`config.mk`:
```
export PLATFORM = sky130hd
export DESIGN_NAME = note_fetcher
export DESIGN_NICKNAME = d
export VERILOG_FILES = /design/src/rtl/note_fetcher.sv
export SDC_FILE = /design/constraint.sdc
export NUM_CORES = 1
export LEC_CHECK = 0
export CORE_ASPECT_RATIO = 1.5
export CORE_MARGIN = 1.5
export CORE_UTILIZATION = 32
export DETAILED_ROUTE_END_ITERATION = 10
export DONT_BUFFER_PORTS = 1
export HOLD_SLACK_MARGIN = 0.12
export PLACE_DENSITY_LB_ADDON = 0.08
export SYNTH_ARGS = -nofsm -noshare
export SYNTH_HDL_FRONTEND = slang
export SYNTH_SLANG_ARGS = --single-unit
```
`constraint.sdc`:
```
create_clock -name i_clk -period 8.85 [get_ports i_clk]
set_clock_uncertainty 0.05 [all_clocks]
set_input_delay 2.655 -clock i_clk [delete_from_list [all_inputs] [get_ports i_clk]]
set_output_delay 2.655 -clock i_clk [all_outputs]
set_load 0.005 [all_outputs]
```
`src/rtl/note_fetcher.sv`:
```
// -----------------------------------------------------------------------------
// note_fetcher
//   Steps through a note chart ROM and fetches one note per beat into a
//   4-entry first-word-fall-through FIFO. The consumer drains the FIFO with
//   a valid/ready handshake. Playback ends at the last chart address, or
//   early once END_ZEROS consecutive rest notes (5'b00000) have been captured.
//
//   Build option: define SONG_LOOP_EN to restart from address 0 at the end of
//   the song instead of stopping; o_song_done then pulses for one cycle per
//   loop.
//
//   Parameters
//     BEAT_DIV  : clock cycles per beat (4..65535)
//     SONG_LEN  : chart entries, last address is SONG_LEN-1 (1..256)
//     END_ZEROS : consecutive rest notes that end the song early (1..15)
//
//   Ports
//     i_clk          : clock, rising edge
//     i_reset        : asynchronous active-high reset
//     i_start        : one-cycle pulse, starts playback at address 0
//     o_rom_addr     : registered note ROM address
//     i_rom_data     : note ROM data, valid one cycle after o_rom_addr changes
//     o_note_valid   : FIFO head holds a note
//     i_note_ready   : consumer takes the head this cycle
//     o_note         : head note lane bits (bit0 = lane 0), 0 when empty
//     o_note_index   : chart address of the head note, 0 when empty
//     o_busy         : high while fetching (not IDLE, not DONE)
//     o_song_done    : high while in DONE (loop build: one-cycle pulse)
// -----------------------------------------------------------------------------
// state   | meaning
// --------+-----------------------------------------------------------------
// IDLE    | waiting for start after reset
// ADDR    | o_rom_addr presented to the ROM
// WAIT    | one cycle of ROM latency
// CAPTURE | hold data until the beat edge with FIFO space, then push
// DONE    | song finished, FIFO keeps draining, start replays
// -----------------------------------------------------------------------------
module note_fetcher #(
  parameter int BEAT_DIV  = 16,
  parameter int SONG_LEN  = 94,
  parameter int END_ZEROS = 4
) (
  input  logic       i_clk,
  input  logic       i_reset,
  input  logic       i_start,
  output logic [7:0] o_rom_addr,
  input  logic [4:0] i_rom_data,
  output logic       o_note_valid,
  input  logic       i_note_ready,
  output logic [4:0] o_note,
  output logic [7:0] o_note_index,
  output logic       o_busy,
  output logic       o_song_done
);

  localparam logic [15:0] BEAT_LAST = 16'(BEAT_DIV - 1);
  localparam logic [7:0]  ADDR_LAST = 8'(SONG_LEN - 1);
  localparam logic [3:0]  ZRUN_END  = 4'(END_ZEROS);

  typedef enum logic [2:0] {
    S_IDLE    = 3'd0,
    S_ADDR    = 3'd1,
    S_WAIT    = 3'd2,
    S_CAPTURE = 3'd3,
    S_DONE    = 3'd4
  } state_t;

  state_t      r_state;
  state_t      w_state_nxt;

  logic [15:0] r_beat;
  logic [7:0]  r_rom_addr;
  logic [3:0]  r_zrun;

  logic [12:0] r_fifo_mem [4];
  logic [1:0]  r_wr_ptr;
  logic [1:0]  r_rd_ptr;
  logic [2:0]  r_count;

  logic        w_idle_like;
  logic        w_busy;
  logic        w_start_ok;
  logic        w_beat_edge;
  logic        w_fifo_full;
  logic        w_fifo_valid;
  logic        w_pop;
  logic        w_push;
  logic [3:0]  w_zrun_nxt;
  logic        w_song_end;
  logic [12:0] w_head;

  assign w_idle_like  = (r_state == S_IDLE) || (r_state == S_DONE);
  assign w_busy       = !w_idle_like;
  assign w_start_ok   = i_start && w_idle_like;
  assign w_beat_edge  = (r_beat == BEAT_LAST);

  assign w_fifo_valid = (r_count != 3'd0);
  assign w_fifo_full  = (r_count == 3'd4);
  assign w_pop        = w_fifo_valid && i_note_ready;

  // A full FIFO still accepts a push when the head leaves in the same cycle.
  assign w_push       = (r_state == S_CAPTURE) && w_beat_edge &&
                        (!w_fifo_full || w_pop);

  // Zero-run including the note being captured now.
  assign w_zrun_nxt   = (i_rom_data == 5'd0) ? (r_zrun + 4'd1) : 4'd0;
  assign w_song_end   = (r_rom_addr == ADDR_LAST) || (w_zrun_nxt >= ZRUN_END);

  // ---------------------------------------------------------------------------
  // FSM: state register
  // ---------------------------------------------------------------------------
  always_ff @(posedge i_clk or posedge i_reset) begin
    if (i_reset) begin
      r_state <= S_IDLE;
    end else begin
      r_state <= w_state_nxt;
    end
  end

  // ---------------------------------------------------------------------------
  // FSM: next state
  // ---------------------------------------------------------------------------
  always_comb begin
    w_state_nxt = r_state;
    case (r_state)
      S_IDLE, S_DONE: begin
        if (i_start) begin
          w_state_nxt = S_ADDR;
        end
      end
      S_ADDR: begin
        w_state_nxt = S_WAIT;
      end
      S_WAIT: begin
        w_state_nxt = S_CAPTURE;
      end
      S_CAPTURE: begin
        if (w_push) begin
`ifdef SONG_LOOP_EN
          w_state_nxt = S_ADDR;
`else
          w_state_nxt = w_song_end ? S_DONE : S_ADDR;
`endif
        end
      end
      default: begin
        w_state_nxt = S_IDLE;
      end
    endcase
  end

  // ---------------------------------------------------------------------------
  // FSM: outputs
  // ---------------------------------------------------------------------------
`ifdef SONG_LOOP_EN
  logic r_loop_pulse;

  always_ff @(posedge i_clk or posedge i_reset) begin
    if (i_reset) begin
      r_loop_pulse <= 1'b0;
    end else begin
      r_loop_pulse <= w_push && w_song_end;
    end
  end
`endif

  always_comb begin
    o_busy      = w_busy;
`ifdef SONG_LOOP_EN
    o_song_done = (r_state == S_DONE) || r_loop_pulse;
`else
    o_song_done = (r_state == S_DONE);
`endif
  end

  // ---------------------------------------------------------------------------
  // Beat counter, chart address and zero-run tracking
  // ---------------------------------------------------------------------------
  always_ff @(posedge i_clk or posedge i_reset) begin
    if (i_reset) begin
      r_beat     <= '0;
      r_rom_addr <= '0;
      r_zrun     <= '0;
    end else begin
      if (w_start_ok) begin
        r_beat     <= '0;
        r_rom_addr <= '0;
        r_zrun     <= '0;
      end else begin
        if (w_busy) begin
          r_beat <= w_beat_edge ? 16'd0 : (r_beat + 16'd1);
        end
        if (w_push) begin
          if (!w_song_end) begin
            r_rom_addr <= r_rom_addr + 8'd1;
            r_zrun     <= w_zrun_nxt;
          end else begin
`ifdef SONG_LOOP_EN
            r_rom_addr <= '0;
            r_zrun     <= '0;
`else
            // Address holds on the last fetched entry while in DONE.
            r_zrun     <= w_zrun_nxt;
`endif
          end
        end
      end
    end
  end

  // ---------------------------------------------------------------------------
  // 4-entry FWFT FIFO of {index, note}
  // ---------------------------------------------------------------------------
  always_ff @(posedge i_clk or posedge i_reset) begin
    if (i_reset) begin
      for (int i = 0; i < 4; i++) begin
        r_fifo_mem[i] <= '0;
      end
      r_wr_ptr <= '0;
      r_rd_ptr <= '0;
      r_count  <= '0;
    end else begin
      if (w_push) begin
        r_fifo_mem[r_wr_ptr] <= {r_rom_addr, i_rom_data};
        r_wr_ptr             <= r_wr_ptr + 2'd1;
      end
      if (w_pop) begin
        r_rd_ptr <= r_rd_ptr + 2'd1;
      end
      case ({w_push, w_pop})
        2'b10:   r_count <= r_count + 3'd1;
        2'b01:   r_count <= r_count - 3'd1;
        default: r_count <= r_count;
      endcase
    end
  end

  assign w_head       = w_fifo_valid ? r_fifo_mem[r_rd_ptr] : 13'd0;
  assign o_note_valid = w_fifo_valid;
  assign o_note       = w_head[4:0];
  assign o_note_index = w_head[12:5];
  assign o_rom_addr   = r_rom_addr;

endmodule

```
After elaboration in Yosys (flattened, before gate mapping)
Cells that the tools add are included.
- flip-flop bits (word level): 90
- latch bits: 0
- bits in writable memories: 0
- memory bits (read-only): 0
- bits of input ports: 9
- output and inout bits: 24
- memories: 0
- add/sub/neg operators: 7
- multipliers: 0
- divide/modulo/power cells: 0
- $lt $le $gt $ge: 4
- equal/unequal tests: 13
- shift-type cells: 0
- mux-type cells: 21
- bitwise logic cells: 2
- reduce and logical (&&, ||, !) cells: 18
- operator list (operator ; count):
    $bwmux W52 ; 1
    $mux W13 ; 4
    $mux W16 ; 3
    $bmux W13 S2 ; 1
    $demux W13 S2 ; 1
    $mux W8 ; 3
    $add A16 B1 Y16 const B ; 1
    $eq A16 B4 Y1 const B ; 1
    $mux W4 ; 3
    $pmux W3 S4 ; 1
    $mux W3 ; 3
    $add A8 B1 Y8 const B ; 1
    $eq A8 B7 Y1 const B ; 1
    $eq A3 B2 Y1 const B ; 2
    $eq A3 B3 Y1 const B ; 2
    $ge A3 B3 Y1 const B ; 2
    $ne A2 B2 Y1 const B ; 3
    $not A2 Y3 ; 2
    $pmux W3 S2 ; 1
    $logic_and A1 B1 Y1 ; 5
    $logic_not A5 Y1 ; 1
    $add A2 B1 Y2 const B ; 2
    $add A4 B1 Y4 const B ; 1
    $ge A4 B3 Y1 const B ; 1
    other kinds (14) ; 19

Longest topological paths before layout
Gate-level depths: netlist of the first run.
- depth after elaboration: 7
- depth in mapped cells: 11
- depth with buffers taken out: 10

Least setup slack after synthesis of the first run
No wires, ideal clock.
- path kind: input port to flip-flop
- start: in i_note_ready
- end: reg r_count[2]
- library setup time: 79 ps
- arrival: 4399 ps
- slack: 4322 ps
- stages: 10
- buffers on the path: 1
- cell sequence: or4b_1 and3_1 buf_6 nand2_1 ha_1 inv_1 fa_1 xor2_1 nor2_1 xor2_1
- longest elaborated chain between the ends: 5
- elaborated cells on any way between the ends: 7
- those cells by class: eq/ne: 2; mux: 1; reduce/logical: 4
- RTL lines (item ; line ; RTL):
    start: declaration ; 49 ; input logic i_note_ready,
    $logic_and A1 B1 Y1 * ; 99 ; assign w_pop = w_fifo_valid && i_note_ready;
    $logic_or A1 B1 Y1 ; 103 ; (!w_fifo_full || w_pop);
    $logic_and A1 B1 Y1 ; 102 ; assign w_push = (r_state == S_CAPTURE) && w_beat_edge &&
    $eq A2 B1 Y1 or $eq A2 B2 Y1 (tied branches) ; 230 ; case ({w_push, w_pop})
    $pmux W3 S2 or $reduce_bool A2 Y1 (tied branches) ; -- ;
    end signal: assignment ; 231 ; 2'b10: r_count <= r_count + 3'd1;
    end signal: assignment ; 232 ; 2'b01: r_count <= r_count - 3'd1;
    end signal: assignment ; 233 ; default: r_count <= r_count;
    end: declaration ; 78 ; logic [2:0] r_count;
Every way passes the cells marked *; elsewhere a longest branch is shown, timed or not.
A chain may end at the register's enable or synchronous reset.

Worst setup path in the final report of the first run
- start: reg r_rd_ptr[0]
- end: out o_note_index[6]
- longest elaborated chain between the ends: 5
- RTL lines (item ; line ; RTL):
    start: declaration ; 77 ; logic [1:0] r_rd_ptr;
    start signal: assignment ; 228 ; r_rd_ptr <= r_rd_ptr + 2'd1;
    $not A2 Y3 (not written as such) ; 238 ; assign w_head = w_fifo_valid ? r_fifo_mem[r_rd_ptr] : 13'd0;
    $bmux W13 S2 ; 238 ;
    $mux W13 (not written as such) (2 in series) ; 238 ;
    $mux W13 ; 238 ;
    end: declaration ; 51 ; output logic [7:0] o_note_index,
No other way between the ends. The select of a mux whose other input is x is not followed.

==> metrics.md, run 1 <==
| Metric | Value |
|---|---|
| Launch point of the worst path | `r_rd_ptr[0]$_DFFE_PP0P_` |
| Cell accounting for the most synthesized area | `dfrtp_1` |
| Setup bufs post-CTS | `0` |
| Layout Utilization | `35.28%` |
| Slew headroom | `34.78%` |
| Fin Hold WS | `0.4382 ns` |
| Total grt overflow | `0` |
| Synth Net Count | `397` |
| Cell Area, Synth | `4687 µm²` |
| Clock Sinks | `90` |
| P_int | `0.7063 mW` |
| Total track usage | `14.34%` |
| Synth Warn # | `0` |
| Number of global-route vias before repair | `3072` |
| RR Startpoint | `r_beat[0]$_DFFE_PP0P_` |
| DRT Pass-1 Iters | `4` |
| Mean Syn Cell Area | `12.40 µm²` |
| Crit path to | `o_note_index[6]` |
| Die Ht | `151.2 µm` |
| CTS tree | `built` |
| Worst-path clk slew | `0.07 ns` |
| Setup Crit Path Kind | `reg2out` |
| Fin Setup TNS | `0 ns` |
| Synth top area share | `48.05%` |
| Final WL | `10120 µm` |
| Cts repair resizes | `0` |
| Top-count cell post-synth | `dfrtp_1` |
| Clk root buf | `clkbuf_16` |
| Die area | `15400 µm²` |
| Distinct cell type count after synthesis | `49` |
| Layout cell share with drive strength beyond 1 | `23.54%` |
| Dpl hpwl | `6850 µm` |
| Core Box Area | `14460 µm²` |
| Sequential power share | `51.2%` |
| Period Utilization, post-route | `54.85%` |
| Initial Util | `32.42%` |
| Critical Path Fanout Max | `15` |
| Largest buffer count on any clock path | `2` |
| Fmax | `0.2060 GHz` |
| Die width | `101.8 µm` |
| Crit path launch type | `flop` |
| DR vias/cell | `5.047` |
| Hold path startpoint | `r_state[0]$_DFFE_PP0P_` |
| Post-cts hold buffer count | `0` |
| # rows | `54` |
| Post-Place Setup Slack | `4.236 ns` |
| Max IR drop VDD | `0.00008288 V` |
| R2r worst-path depth | `6` |
| DRT antenna net count | `0` |
| Final count of hold timing violations | `0` |
| Max-slew violation count | `0` |
| Pleak | `2.333 nW` |
| Worst slew pin tran | `0.9783 ns` |
| I/O pin count | `33` |
| Port Buf Inserts | `0` |
| Switching share of power | `27.76%` |
| Top post-synthesis cells by area | `dfrtp_1 48%, mux2_4 9.6%, mux4_2 6.2%, mux2_2 5.0%, o21ai_0 2.6%` |
| Global-route wire length before repair | `16660 µm` |
| Synth-to-layout area growth | `8.836%` |
| Latest clock arrival within the worst-skew pair | `0.34 ns` |
| Comb power frac | `8.4%` |
| Power Dens Cells | `191.7 nW/µm²` |
| RePlAce Congestion | `0.7713` |
| EDFF count, synth | `0` |
| Post-synth ARST share | `100.0%` |
| 1st-iter DRT viols | `73` |
| Worst EP arrival | `2.15 ns` |
| Mapped Cells | `378` |
| Setup violators final | `0` |
| Required @ worst endpoint | `6.15 ns` |
| Via count | `2897` |
| Crit. End Element | `output pin` |
| NumNets Final | `392` |
| Min-delay worst type | `reg2reg` |
| Min Tclk post-route | `4.854 ns` |
| R2R setup slack | `6.41 ns` |
| Post-route setup slack | `3.996 ns` |
| Number of max-cap violations | `0` |
| Clock power share | `40.5%` |
| Yosys reg bits | `90` |
| Outcome | `finished, final reports clean` |
| Largest net degree at the start of global routing | `67` |
| Seq/Total Area, Yosys | `48.05%` |
| Initial antenna violation count | `0` |
| # H-tree levels | `3` |
| Total CTS buffers | `9` |
| RSZ-0062 raised after global routing | `false` |
| Psw | `0.2715 mW` |
| ANT cells | `0` |
| Top_reg_cell synth | `dfrtp_1` |
| Top post-synthesis cells by count | `90 x dfrtp_1, 30 x mux2_4, 26 x nand2_1` |
| Reg2reg end | `r_beat[10]$_DFFE_PP0P_` |
| DR WL/cell | `17.63 µm` |
| DRC errors left | `0` |
## layout by cell type, fill, tap and decap left out, drive strengths merged, types with 3 or more instances in the layout
master	netlist	final
xnor2	4	4
ha	9	9
nor3	8	8
o21ai	24	24
and3	5	5
nand3	14	14
nor2	13	13
inv	16	18
nand2	30	30
mux2i	3	3
nor4	6	6
and2	19	19
a31oi	4	4
clkbuf	8	10
mux2	52	52
mux4	13	13
a21o	3	3
a41o	3	3
a21oi	8	8
a22o	3	3
xor2	6	6
and4	5	5
dfrtp	90	90
or3	6	6
## cell type report
cell class              count  area (µm²)
repair buffers              2       15.01
flip-flops and latches     90        2252
inverters                  16       61.31
well taps                 196       245.2
multi-input cells         254        2226
clock inverters             6       72.57
clock buffers              10       229.0
fillers                  1480        9358
## routing by layer
metal  part of all wire, %  global-route usage (%)  routed length, µm  vias to the layer above
li1                      -                       -                  -                     1345
met1                    44                   17.28               4437                     1502
met2                    52                   24.87               5230                       38
met3                   2.5                   2.538                255                       12
met4                   1.9                   6.164                195                        0
met5                     0                       0                  0                        -
## sequential cells by signal, indices dropped and copies added (netlist names)
signal	cells
o_rom_addr	8
r_beat	16
r_count	3
r_fifo_mem	52
r_rd_ptr	2
r_state	3
r_wr_ptr	2
r_zrun	4
## per-stage QoR
| step | total power, mW | instance area (µm²) | cells |
|---|---|---|---|
| finish | 0.9778 | 5101 | 574 |
| global route | 1.029 | 5101 | 574 |
| CTS | 0.9949 | 5101 | 574 |
| detailed placement | 0.5917 | 4800 | 558 |
| global placement | 0.5892 | 4800 | 558 |
| floorplan | 0.5611 | 4687 | 378 |
## power groups by stage
stage | Clock (mW) | Combinational (mW) | Sequential [mW]
4_1_cts | 0.410 | 0.0846 | 0.500
3_5_place_dp | 0 | 0.0846 | 0.507
6_report | 0.396 | 0.0819 | 0.500
2_1_floorplan | 0 | 0.0799 | 0.481
3_3_place_gp | 0 | 0.0818 | 0.507
5_1_grt | 0.425 | 0.0941 | 0.509
## critical path: stages (launching register included)
cell and delay, ns:
dfrtp_1 0.98, mux4_2 0.62, and2_1 0.19
## worst min-delay path by stage
stage                                        end  slack [ns]  cells after the start
final                     r_state[0]$_DFFE_PP0P_        0.44                      1
after global routing      r_state[1]$_DFFE_PP0P_        0.46                      1
after CTS                 r_state[1]$_DFFE_PP0P_        0.43                      1
after detailed placement  r_state[1]$_DFFE_PP0P_        0.41                      1
after global placement    r_state[1]$_DFFE_PP0P_        0.42                      1
after floorplan           r_state[1]$_DFFE_PP0P_        0.39                      1
## kinds of logic (layout without fill, tap and decap cells)
kind of cell,after synthesis,in the layout,share of synthesized area (%)
XOR/XNOR,10,10,1.869
AND/OR/NAND/NOR,114,114,14.10
adder cells (fa/ha/maj),10,10,2.830
AO/OA/AOI/OAI,52,52,6.914
buffers and inverters,34,34,4.458
multiplexers,68,68,21.78
flip-flops,90,90,48.05
Note: power is estimated with default switching activity, not from simulation.
==> run 2: changes to the inputs <==
==> constraint.sdc (replaced) <==
create_clock -name i_clk -period 4.6 [get_ports i_clk]
set_clock_uncertainty 0.05 [all_clocks]
set_input_delay 1.38 -clock i_clk [delete_from_list [all_inputs] [get_ports i_clk]]
set_output_delay 1.38 -clock i_clk [all_outputs]
set_load 0.005 [all_outputs]
==> run 2 against run 1 <==
Net effect:
- first-iteration DRC count rose by 45%
- largest power group unchanged
- via count shrank 0.83%
- worst hold slack got worse by 0.011 ns
- global-route usage grew 0.25 points
- worst setup slack got worse by 2.9 ns
- highest routed layer unchanged
- critical path depth did not move
==> metrics.md, run 2 (same netlist as run 1, synthesis figures left out) <==
| Metric | Value |
|---|---|
| Crit. End Element | `output pin` |
| Initial antenna violation count | `0 (unchanged)` |
| Die width | `101.8 µm (unchanged)` |
| Fin Setup TNS | `0 ns (unchanged)` |
| CTS tree | `built` |
| Cts repair resizes | `0 (unchanged)` |
| Latest clock arrival within the worst-skew pair | `0.34 ns (about the same)` |
| Fmax | `0.2826 GHz` |
| Period Utilization, post-route | `76.91%` |
| Post-route setup slack | `1.062 ns (-2.934 ns)` |
| # H-tree levels | `3 (unchanged)` |
| WHS Path Cells | `1 (unchanged)` |
| Die Ht | `151.2 µm (unchanged)` |
| Slew headroom | `33.03% (-1.7 points)` |
| Crit path launch type | `flop` |
| Reg with most FFs | `r_fifo_mem` |
| Core Box Area | `14460 µm² (unchanged)` |
| DRT antenna net count | `0 (unchanged)` |
| Largest net degree at the start of global routing | `49 (-27%)` |
| Critical Path Fanout Max | `14 (-1)` |
| Design area | `5112 µm² (+0.22%)` |
| Max IR drop VDD | `0.0001540 V (+86%)` |
| Most frequent cells in the layout | `90 x dfrtp_1, 30 x mux2_4, 26 x nand2_1, 24 x o21ai_0, 21 x mux2_2` |
| Required @ worst endpoint | `3.17 ns (-2.98 ns)` |
| 1st-iter DRT viols | `106 (+45%)` |
| Commonest non-fill, non-tap cell in the layout | `dfrtp_1` |
| Layout cell share with drive strength beyond 1 | `24.01% (+0.47 points)` |
| Max FFs per register | `52 (unchanged)` |
| DP Area | `4820 µm² (+0.42%)` |
| Setup violators final | `0 (unchanged)` |
| Dpl hpwl | `6874 µm (+0.36%)` |
| Outcome | `finished, final reports clean` |
| Hold Path Sink | `r_state[1]$_DFFE_PP0P_` |
| DR vias/cell | `4.997 (-1.0%)` |
| Global-route wire length before repair | `16980 µm (+1.9%)` |
| Min-delay worst type | `reg2reg` |
| Total grt overflow | `0 (unchanged)` |
| Total CTS buffers | `9 (unchanged)` |
| RR Startpoint | `r_beat[0]$_DFFE_PP0P_` |
| Initial Util | `32.42% (unchanged)` |
| # rows | `54 (unchanged)` |
| Final count of hold timing violations | `0 (unchanged)` |
| Slowest CP cell | `dfrtp_1` |
| RSZ-0062 raised after global routing | `false` |
| Max-slew violation count | `0 (unchanged)` |
| Via count | `2873 (-0.83%)` |
| Port Buf Inserts | `0 (unchanged)` |
| Min Tclk post-route | `3.538 ns` |
| RePlAce Congestion | `0.7847 (+1.7%)` |
| DRT Pass-1 Iters | `4 (unchanged)` |
| Number of max-cap violations | `0 (unchanged)` |
| Setup bufs post-CTS | `0 (unchanged)` |
| Worst slew pin tran | `1.001 ns (+0.02251 ns)` |
| DR WL/cell | `17.58 µm (-0.28%)` |
| Clk root buf | `clkbuf_16` |
| Hold path startpoint | `r_state[2]$_DFFE_PP0P_` |
| ANT cells | `0 (unchanged)` |
| Layout Utilization | `35.36% (+0.078 points)` |
| Post-cts hold buffer count | `0 (unchanged)` |
| Critical path cell sequence | `mux4_2, and2_1` |
| Power Dens Cells | `363.1 nW/µm² (+89%)` |
| Fin Hold WS | `0.4271 ns (-0.01110 ns)` |
| Post-Place Setup Slack | `1.222 ns (-3.014 ns)` |
| I/O pin count | `33 (unchanged)` |
| Launch point of the worst path | `r_rd_ptr[0]$_DFFE_PP0P_` |
| Reg2reg end | `r_beat[10]$_DFFE_PP0P_` |
| Die area | `15400 µm² (unchanged)` |
| DRC errors left | `0 (unchanged)` |
| R2R setup slack | `2.10 ns (-4.31 ns)` |
| Clock Sinks | `90 (unchanged)` |
| Pleak | `2.342 nW (+0.36%)` |
| Setup Crit Path Kind | `reg2out` |
| R2r worst-path depth | `6 (unchanged)` |
| Total track usage | `14.58% (+0.25 points)` |
| NumNets Final | `393 (+0.26%)` |
| Number of global-route vias before repair | `3155 (+2.7%)` |
| Synth-to-layout area growth | `9.076%` |
| Slowest stage delay, CP | `0.95 ns (-0.03 ns)` |
| Final WL | `10110 µm (-0.11%)` |
| Worst-path clk slew | `0.07 ns (about the same)` |
| Worst EP arrival | `2.11 ns (-0.04 ns)` |
| Placed cells | `559 (+0.18%)` |
| Total Power | `1.856 mW (+90%)` |
| Largest buffer count on any clock path | `2 (unchanged)` |
| Non-filler instance count after layout | `575 (+0.17%)` |
run 2: power breakdown:
part | internal (mW) | switching, mW
Clock | 0.393 | 0.340
Combinational | 0.0801 | 0.0823
Sequential | 0.854 | 0.107
run 2: layout make-up:
cell class / instances / area (µm²)
Sequential cell: 90 / 2252
Timing Repair Buffer: 3 / 35.03
Clock inverter: 6 / 53.80
Tap cell: 196 / 245.2
Multi-Input combinational cell: 254 / 2226
Inverter: 16 / 61.31
Clock buffer: 10 / 239.0
Fill cell: 1484 / 9346
run 2: per-layer routing:
| layer | up-vias | share of wire (%) | GRT usage [%] |
|---|---|---|---|
| met5 | - | 0 | 0 |
| met4 | 0 | 1.9 | 6.164 |
| met3 | 14 | 2.9 | 2.538 |
| met2 | 43 | 53 | 25.30 |
| met1 | 1455 | 42 | 17.65 |
| li1 | 1361 | - | - |
run 2: worst max path at each step:
stage	slack, ns	end
finish	1.06	o_note_index[6]
global route	0.86	o_note_index[6]
CTS	0.96	o_note_index[6]
detailed placement	1.22	r_count[2]$_DFFE_PP0P_
global placement	1.30	r_count[2]$_DFFE_PP0P_
floorplan	0.83	o_rom_addr[0]$_DFFE_PP0P_
run 2: worst max-delay path, delay by kind of cell (launching register included):
family | cells | cell delay (ns)
flip-flops | 1 | 0.95
multiplexers | 1 | 0.61
AND/OR/NAND/NOR | 1 | 0.19
